$ cat src/rtl/icache_refill_ctrl.sv
// Instruction-cache line refill engine: one miss at a time, one burst read per line.
// Optional critical-word-first ordering is enabled by defining HARVOS_REFILL_CWF_EN.
module icache_refill_ctrl #(
    parameter int LINE_WORDS = 8,
    parameter int IDX_W      = $clog2(LINE_WORDS)
) (
    input  logic             clk,
    input  logic             rst,
    input  logic             miss_valid_i,
    output logic             miss_ready_o,
    input  logic [31:0]      miss_addr_i,
    input  logic             block_refill_i,
    output logic             refill_blocked_o,
    output logic             bus_req_o,
    output logic [31:0]      bus_addr_o,
    output logic [7:0]       bus_len_o,
    input  logic             bus_gnt_i,
    input  logic             bus_rvalid_i,
    input  logic [31:0]      bus_rdata_i,
    input  logic             bus_rerr_i,
    output logic             fill_we_o,
    output logic [IDX_W-1:0] fill_idx_o,
    output logic [31:0]      fill_data_o,
    output logic [31:0]      fill_line_o,
    output logic             crit_valid_o,
    output logic [31:0]      crit_data_o,
    output logic             fill_done_o,
    output logic             fill_err_o,
    output logic [31:0]      err_tval_o,
    output logic             busy_o
);

    localparam int OFF_W = IDX_W + 2;

    typedef enum logic [1:0] {
        S_IDLE = 2'd0,
        S_REQ  = 2'd1,
        S_DATA = 2'd2,
        S_RESP = 2'd3
    } state_e;

    state_e           state_q, state_d;
    logic [31:0]      line_q, line_d;
    logic [IDX_W-1:0] crit_idx_q, crit_idx_d;
    logic [IDX_W:0]   cnt_q, cnt_d;
    logic             err_seen_q, err_seen_d;
    logic [31:0]      err_tval_q, err_tval_d;
    logic             blocked_q, blocked_d;

    logic             miss_hs_s;
    logic             beat_s;
    logic             last_beat_s;
    logic [IDX_W-1:0] start_idx_s;
    logic [IDX_W-1:0] beat_idx_s;
    logic [31:0]      req_addr_s;
    logic             unused_s;

    assign unused_s = ^miss_addr_i[1:0];

`ifdef HARVOS_REFILL_CWF_EN
    // The bus wraps within the line starting at the missed word.
    assign start_idx_s = crit_idx_q;
    assign req_addr_s  = line_q + {{(30 - IDX_W){1'b0}}, crit_idx_q, 2'b00};
`else
    assign start_idx_s = {IDX_W{1'b0}};
    assign req_addr_s  = line_q;
`endif

    assign miss_hs_s   = (state_q == S_IDLE) && miss_valid_i;
    assign beat_s      = (state_q == S_DATA) && bus_rvalid_i;
    assign last_beat_s = beat_s && (cnt_q == (IDX_W + 1)'(LINE_WORDS - 1));
    assign beat_idx_s  = start_idx_s + cnt_q[IDX_W-1:0];

    // State and datapath registers; reset aborts any refill without reporting it.
    always_ff @(posedge clk or posedge rst) begin
        if (rst) begin
            state_q    <= S_IDLE;
            line_q     <= 32'd0;
            crit_idx_q <= {IDX_W{1'b0}};
            cnt_q      <= {(IDX_W + 1){1'b0}};
            err_seen_q <= 1'b0;
            err_tval_q <= 32'd0;
            blocked_q  <= 1'b0;
        end else begin
            state_q    <= state_d;
            line_q     <= line_d;
            crit_idx_q <= crit_idx_d;
            cnt_q      <= cnt_d;
            err_seen_q <= err_seen_d;
            err_tval_q <= err_tval_d;
            blocked_q  <= blocked_d;
        end
    end

    // Next-state and datapath update logic.
    always_comb begin
        state_d    = state_q;
        line_d     = line_q;
        crit_idx_d = crit_idx_q;
        cnt_d      = cnt_q;
        err_seen_d = err_seen_q;
        err_tval_d = err_tval_q;
        blocked_d  = 1'b0;
        case (state_q)
            S_IDLE: begin
                if (miss_hs_s) begin
                    line_d     = {miss_addr_i[31:OFF_W], {OFF_W{1'b0}}};
                    crit_idx_d = miss_addr_i[OFF_W-1:2];
                    if (block_refill_i) begin
                        blocked_d = 1'b1;
                    end else begin
                        state_d = S_REQ;
                    end
                end else begin
                    state_d = S_IDLE;
                end
            end
            S_REQ: begin
                if (bus_gnt_i) begin
                    state_d = S_DATA;
                    cnt_d   = {(IDX_W + 1){1'b0}};
                end else begin
                    state_d = S_REQ;
                end
            end
            S_DATA: begin
                if (beat_s) begin
                    cnt_d = cnt_q + (IDX_W + 1)'(1);
                    // Only the first erroring beat's address is reported.
                    if (bus_rerr_i && !err_seen_q) begin
                        err_seen_d = 1'b1;
                        err_tval_d = line_q + {{(30 - IDX_W){1'b0}}, beat_idx_s, 2'b00};
                    end else begin
                        err_seen_d = err_seen_q;
                    end
                    if (last_beat_s) begin
                        state_d = S_RESP;
                    end else begin
                        state_d = S_DATA;
                    end
                end else begin
                    state_d = S_DATA;
                end
            end
            S_RESP: begin
                state_d    = S_IDLE;
                err_seen_d = 1'b0;
            end
            default: begin
                state_d    = S_IDLE;
                err_seen_d = 1'b0;
            end
        endcase
    end

    // Output decode; fill and critical-word paths follow bus_rvalid_i in the same cycle.
    always_comb begin
        miss_ready_o     = 1'b0;
        refill_blocked_o = blocked_q;
        bus_req_o        = 1'b0;
        bus_addr_o       = 32'd0;
        bus_len_o        = 8'(LINE_WORDS - 1);
        fill_we_o        = 1'b0;
        fill_idx_o       = {IDX_W{1'b0}};
        fill_data_o      = 32'd0;
        fill_line_o      = line_q;
        crit_valid_o     = 1'b0;
        crit_data_o      = 32'd0;
        fill_done_o      = 1'b0;
        fill_err_o       = 1'b0;
        err_tval_o       = 32'd0;
        busy_o           = 1'b1;
        case (state_q)
            S_IDLE: begin
                miss_ready_o = 1'b1;
                busy_o       = 1'b0;
            end
            S_REQ: begin
                bus_req_o  = 1'b1;
                bus_addr_o = req_addr_s;
            end
            S_DATA: begin
                fill_idx_o   = beat_idx_s;
                fill_data_o  = bus_rdata_i;
                crit_data_o  = bus_rdata_i;
                fill_we_o    = bus_rvalid_i && !err_seen_q && !bus_rerr_i;
                crit_valid_o = bus_rvalid_i && !err_seen_q && !bus_rerr_i &&
                               (beat_idx_s == crit_idx_q);
            end
            S_RESP: begin
                if (err_seen_q) begin
                    fill_err_o = 1'b1;
                    err_tval_o = err_tval_q;
                end else begin
                    fill_done_o = 1'b1;
                end
            end
            default: begin
                busy_o = 1'b1;
            end
        endcase
    end

endmodule

$ cat config.mk
export PLATFORM = sky130hd
export DESIGN_NAME = icache_refill_ctrl
export DESIGN_NICKNAME = d
export VERILOG_FILES = /design/src/rtl/icache_refill_ctrl.sv
export SDC_FILE = /design/constraint.sdc
export NUM_CORES = 1
export LEC_CHECK = 0
export ABC_AREA = 1
export CORE_AREA = 2 2 97 99
export DETAILED_ROUTE_END_ITERATION = 6
export DIE_AREA = 0 0 99 101
export DONT_BUFFER_PORTS = 1
export PLACE_DENSITY_LB_ADDON = 0.08
export REMOVE_ABC_BUFFERS = 1
export SLEW_MARGIN = 5
export SYNTH_ARGS = -nofsm -noshare
export SYNTH_HDL_FRONTEND = slang
export SYNTH_SLANG_ARGS = --single-unit
$ cat constraint.sdc
create_clock -name clk -period 3.35 [get_ports clk]
set_input_delay 0.5025 -clock clk [delete_from_list [all_inputs] [get_ports clk]]
set_output_delay 0.5025 -clock clk [all_outputs]
set_load 0.02 [all_outputs]
Yosys cells after proc, flatten, opt, wreduce, memory -nomap -nowiden --
Cells that the tools add are included.
Operators by class: add/subtract/negate cells 2, reduce and logical (&&, ||, !) cells 16, eq/ne operators 9, muxes and demuxes 29
Operators with widths (number):
- $mux W32 | 4
- $add A32 B5 Y32 | 1
- $mux W1 | 15
- $reduce_and A3 Y1 | 3
- $mux W2 | 4
- $mux W4 | 2
- $pmux W2 S4 | 1
- $pmux W4 S2 | 1
- $logic_and A1 B1 Y1 | 7
- $add A4 B1 Y4 const B | 1
- $eq A2 B2 Y1 const B | 2
- $eq A4 B3 Y1 const B | 1
- $ne A2 B2 Y1 const B | 2
- $reduce_bool A2 Y1 | 2
- $eq A3 B3 Y1 | 1
- $mux W3 | 1
- $ne A3 B3 Y1 const B | 1
- $eq A2 B1 Y1 const B | 1
- $logic_not A1 Y1 | 2
- $logic_not A2 Y1 | 1
- $ne A2 B1 Y1 const B | 1
- $pmux W1 S2 | 1
- $reduce_and A2 Y1 | 1
Storage, ports and cells: logic and storage cells 63, register bits after elaboration 70

Logic depth before layout (Yosys ltp) --
word-level depth 6, mapped depth 7

Worst setup path before layout --
OpenSTA, ideal clock, no wires.
path type reg2out, start register with a tool-made name, end output port fill_data_o[24], setup slack 1381 ps, arrival 1466 ps, required time 2847 ps, stages on the path, launching flop included 7, path through dfrtp_1 > inv_1 > nor2_1 > inv_2 > buf_6 > nor2_1 > buf_4
RTL lines:
- end: declaration | RTL line 23 | output logic [31:0] fill_data_o,

==> results_tabular.tex <==
\begin{tabular}{lr}
\hline
Metric & Value \\
\hline
\multicolumn{2}{l}{\textbf{Logic synthesis}} \\
Proportion of synthesized area in mux cells & 0\% \\
Mean cell area of the mapped netlist & 7.71 um2 \\
Synth Warn \# & 0 \\
Main combinational cell family by area after synthesis & simple AND/OR/NAND/NOR gates \\
Main synth FF type & sky130\_fd\_sc\_hd\_\_dfrtp\_1 \\
Area share of and/or/nand/nor cells after synthesis & 23.0\% \\
Post-synthesis share of cell area spent on xor and xnor gates & 0.893\% \\
Area contributors post-synth & sky130\_fd\_sc\_hd\_\_dfrtp\_1 43\%, sky130\_fd\_sc\_hd\_\_nand2\_1 10\%, sky130\_fd\_sc\_hd\_\_buf\_4 10\%, sky130\_fd\_sc\_hd\_\_nor2\_1 9.7\%, sky130\_fd\_sc\_hd\_\_inv\_1 6.7\% \\
Dominant cell by count in the synthesized netlist & sky130\_fd\_sc\_hd\_\_nand2\_1 \\
Yosys reg bits & 68 \\
Dominant cell type by area after synthesis & sky130\_fd\_sc\_hd\_\_dfrtp\_1 \\
Sequential-to-total area share from yosys stat & 43.4\% \\
Compound-cell area share of the yosys netlist & 10.4\% \\
Fraction of registers with async set/reset & 100\% \\
Share of synthesized cell area in full adder, half adder and majority cells & 0.319\% \\
Cell types with the highest counts after synthesis & 107 x sky130\_fd\_sc\_hd\_\_nand2\_1, 101 x sky130\_fd\_sc\_hd\_\_nor2\_1, 70 x sky130\_fd\_sc\_hd\_\_inv\_1, 68 x sky130\_fd\_sc\_hd\_\_dfrtp\_1, 53 x sky130\_fd\_sc\_hd\_\_buf\_4 \\
Fraction of post-synthesis cell area in the top cell type by area & 43.4\% \\
Number of synthesized flops with an enable pin & 0 \\
Number of different library cells in the post-synthesis netlist & 23 \\
Post-Synthesis Cells & 509 \\
Total standard cell area after synthesis & 3920 um2 \\
\multicolumn{2}{l}{\textbf{CTS}} \\
Maximum count of clock buffers along a single path & 2 \\
Clock insertion delay at the later pin of the skew report & 330 ps \\
Count of instances resized after the clock tree is built & 0 \\
Root buf cell & sky130\_fd\_sc\_hd\_\_clkbuf\_8 \\
Hold-fix buffers at CTS & 0 \\
Max H-tree Level & 3 \\
Clock tree from TritonCTS & done \\
Number of post-CTS setup repair buffers & 0 \\
Clk sink count & 68 \\
Number of clock buffers inserted by TritonCTS & 9 \\
Clock transition at path regs & 80 ps \\
\multicolumn{2}{l}{\textbf{Route}} \\
Vias per std cell & 4.75 \\
Routed length per instance & 15.4 um \\
Pre-antenna DRT Iters & 4 \\
DRC Markers & 0 \\
Number of vias in the routed layout & 2773 \\
Iteration-0 DRC Markers & 73 \\
Antenna Violating Nets Remaining & 0 \\
Final Routed Wirelength & 8.98 mm \\
\multicolumn{2}{l}{\textbf{STA}} \\
Worst Skew & 13.7 ps \\
Hold Vio Cnt, Final & 0 \\
Final cycle utilization of the critical path & 77.1\% \\
Max-slew violation count & 0 \\
Remaining max-slew budget at the tightest pin & 40.0\% \\
Post-layout min period & 2580 ps \\
Highest achievable clock rate & 387 MHz \\
Setup TNS & 0 ps \\
Unrepaired setup endpoints after global routing & no \\
Slew of the pin with the lowest slew margin & 897 ps \\
Final number of setup-violating endpoints & 0 \\
\multicolumn{2}{l}{\textbf{Die}} \\
Placeable core region & 8980 um2 \\
Number of rows created at floorplan & 35 \\
Count of boundary I/O pins & 250 \\
Horizontal extent of the die & 99 um \\
Height of the die & 101 um \\
Die ar. & 10000 um2 \\
Starting density of the core & 43.7\% \\
\multicolumn{2}{l}{\textbf{Layout}} \\
Count of antenna diodes in the layout & 0 \\
Synthesis-to-finish area growth & -2.93\% \\
Util after Layout & 42.4\% \\
Nets & 540 \\
Final instance count without filler cells & 584 \\
Fraction of layout instances using a drive strength above 1 & 13.1\% \\
\multicolumn{2}{l}{\textbf{GRT}} \\
Antenna violations before repair & 0 \\
Grt ovf & 0 \\
Maximum number of pins on one net before global-route repair & 62 \\
Number of global-route vias before repair & 2426 \\
Total GRT Usage & 17.1\% \\
Global-route wire length before repair & 13.4 mm \\
\multicolumn{2}{l}{\textbf{Setup path}} \\
Worst setup path category & reg -> out \\
Cell-by-cell listing of the critical path & inv\_1 > nor2\_1 > inv\_2 > nor2\_1 \\
Most numerous cell on the critical path & sky130\_fd\_sc\_hd\_\_nor2\_1 \\
Arr. time, crit path & 2080 ps \\
Required time of the critical path & 2850 ps \\
Worst path bufs/invs & 2 \\
Largest incremental delay on the critical path & 750 ps \\
Kind of cell with the highest combined delay on the critical path & simple AND/OR/NAND/NOR gates \\
Kind of launch point of the worst setup path & flip-flop \\
Critical Path Sink Type & output port \\
CP max-delay cell & sky130\_fd\_sc\_hd\_\_nor2\_1 \\
Peak fanout along the critical path & 36 \\
\multicolumn{2}{l}{\textbf{Power}} \\
Clock power share & 18.6\% \\
Combinational group share of total power & 39.4\% \\
Maximum VDD drop & 0.000445 V \\
Switching part of the total power & 51.1\% \\
Static leakage & 1.95 nW \\
Total power of the final layout & 3.99 mW \\
Sw power & 2.04 mW \\
Share of total power in sequential cells & 42.1\% \\
Power per cell area & 1050 nW/um2 \\
Design internal power & 1.95 mW \\
\multicolumn{2}{l}{\textbf{Placement}} \\
HPWL after detailed placement & 6.42 mm \\
Count of buffers inserted at the top-level ports & 0 \\
Final weighted congestion of routability-driven global placement & 0.766 \\
Number of placed instances with taps included & 568 \\
\multicolumn{2}{l}{\textbf{Job}} \\
Max-Cap Viols & 0 \\
\multicolumn{2}{l}{\textbf{Min path}} \\
Worst Hold Class & in -> async \\
\multicolumn{2}{l}{\textbf{Run status}} \\
Run status & finished clean \\
\hline
\end{tabular}
## metal layers
| metal | track usage (%) | wire length (um) | vias to the layer above |
|---|---|---|---|
| met3 | 5.96 | 724 | 8 |
| met2 | 22.6 | 3720 | 115 |
| met4 | 4.95 | 59 | 0 |
| met1 | 26.1 | 4480 | 1289 |
| met5 | 0 | 0 | - |
| li1 | - | - | 1361 |
## registers in the layout (all words and copies together), names as in the netlist, named ones only
signal and count:
refill_blocked_o 1, err_tval_q 30, state_q 1, err_seen_q 1, cnt_q 4, fill_line_o 27, crit_idx_q 3
## layout by cell type (no fill, tap or decap), drive strengths merged
master	instances
or2	1
nor2	104
bufinv	2
a21oi	1
nand3	10
clkbuf	10
clkinvlp	2
dfrtp	68
inv	73
xor2	1
ha	1
buf	6
conb	20
nand2	111
o21ai	58
xnor2	3
clkinv	2
## worst paths after layout
kind | start | endpoint | slack, ps | cells after the start
worst max-delay path | flip-flop | crit_data_o[9] | 770 | 4
worst min register to register | err_tval_q[23] | err_tval_q[23] | 480 | 2
max in group asynchronous | rst | fill_line_o[25] | 2550 | 2
worst min-delay path | rst | fill_line_o[26] | 50 | 1
min in group clk | miss_addr_i[6] | fill_line_o[6] | 280 | 2
worst max register to register | err_seen_q | err_tval_q[30] | 1450 | 4
## power groups by stage
stage	Combinational [mW]	Sequential, mW	Clock [mW]
2_1_floorplan	1.31	1.64	0
4_1_cts	1.60	1.68	0.763
5_1_grt	1.77	1.73	0.808
3_3_place_gp	1.57	1.69	0
3_5_place_dp	1.59	1.70	0
6_report	1.57	1.68	0.742
## stage by stage
stage	setup WS, ps	area [um2]	hold slack (ps)
final	767	3810	54.7
after global routing	558	3810	73.4
after CTS	731	3810	54.5
after detailed placement	1110	3590	431
after global placement	1140	3590	430
after floorplan	1140	3410	455
## kinds of logic after synthesis
kind of cell,after synthesis
AND/OR/NAND/NOR,226
buffers and inverters,149
flip-flops,68
AO/OA/AOI/OAI,59
XOR/XNOR,4
other,2
adder cells (fa/ha/maj),1
## final cells by class
class                           count  area, um2
Clock inverter                      6       88.8
Sequential cell                    68       1700
Timing Repair Buffer                6       45.0
Inverter                           73        274
Tap cell                          111        139
Fill cell                         948       5170
Clock buffer                       10        128
Multi-Input combinational cell    310       1430
(Power assumes the default switching activity.)
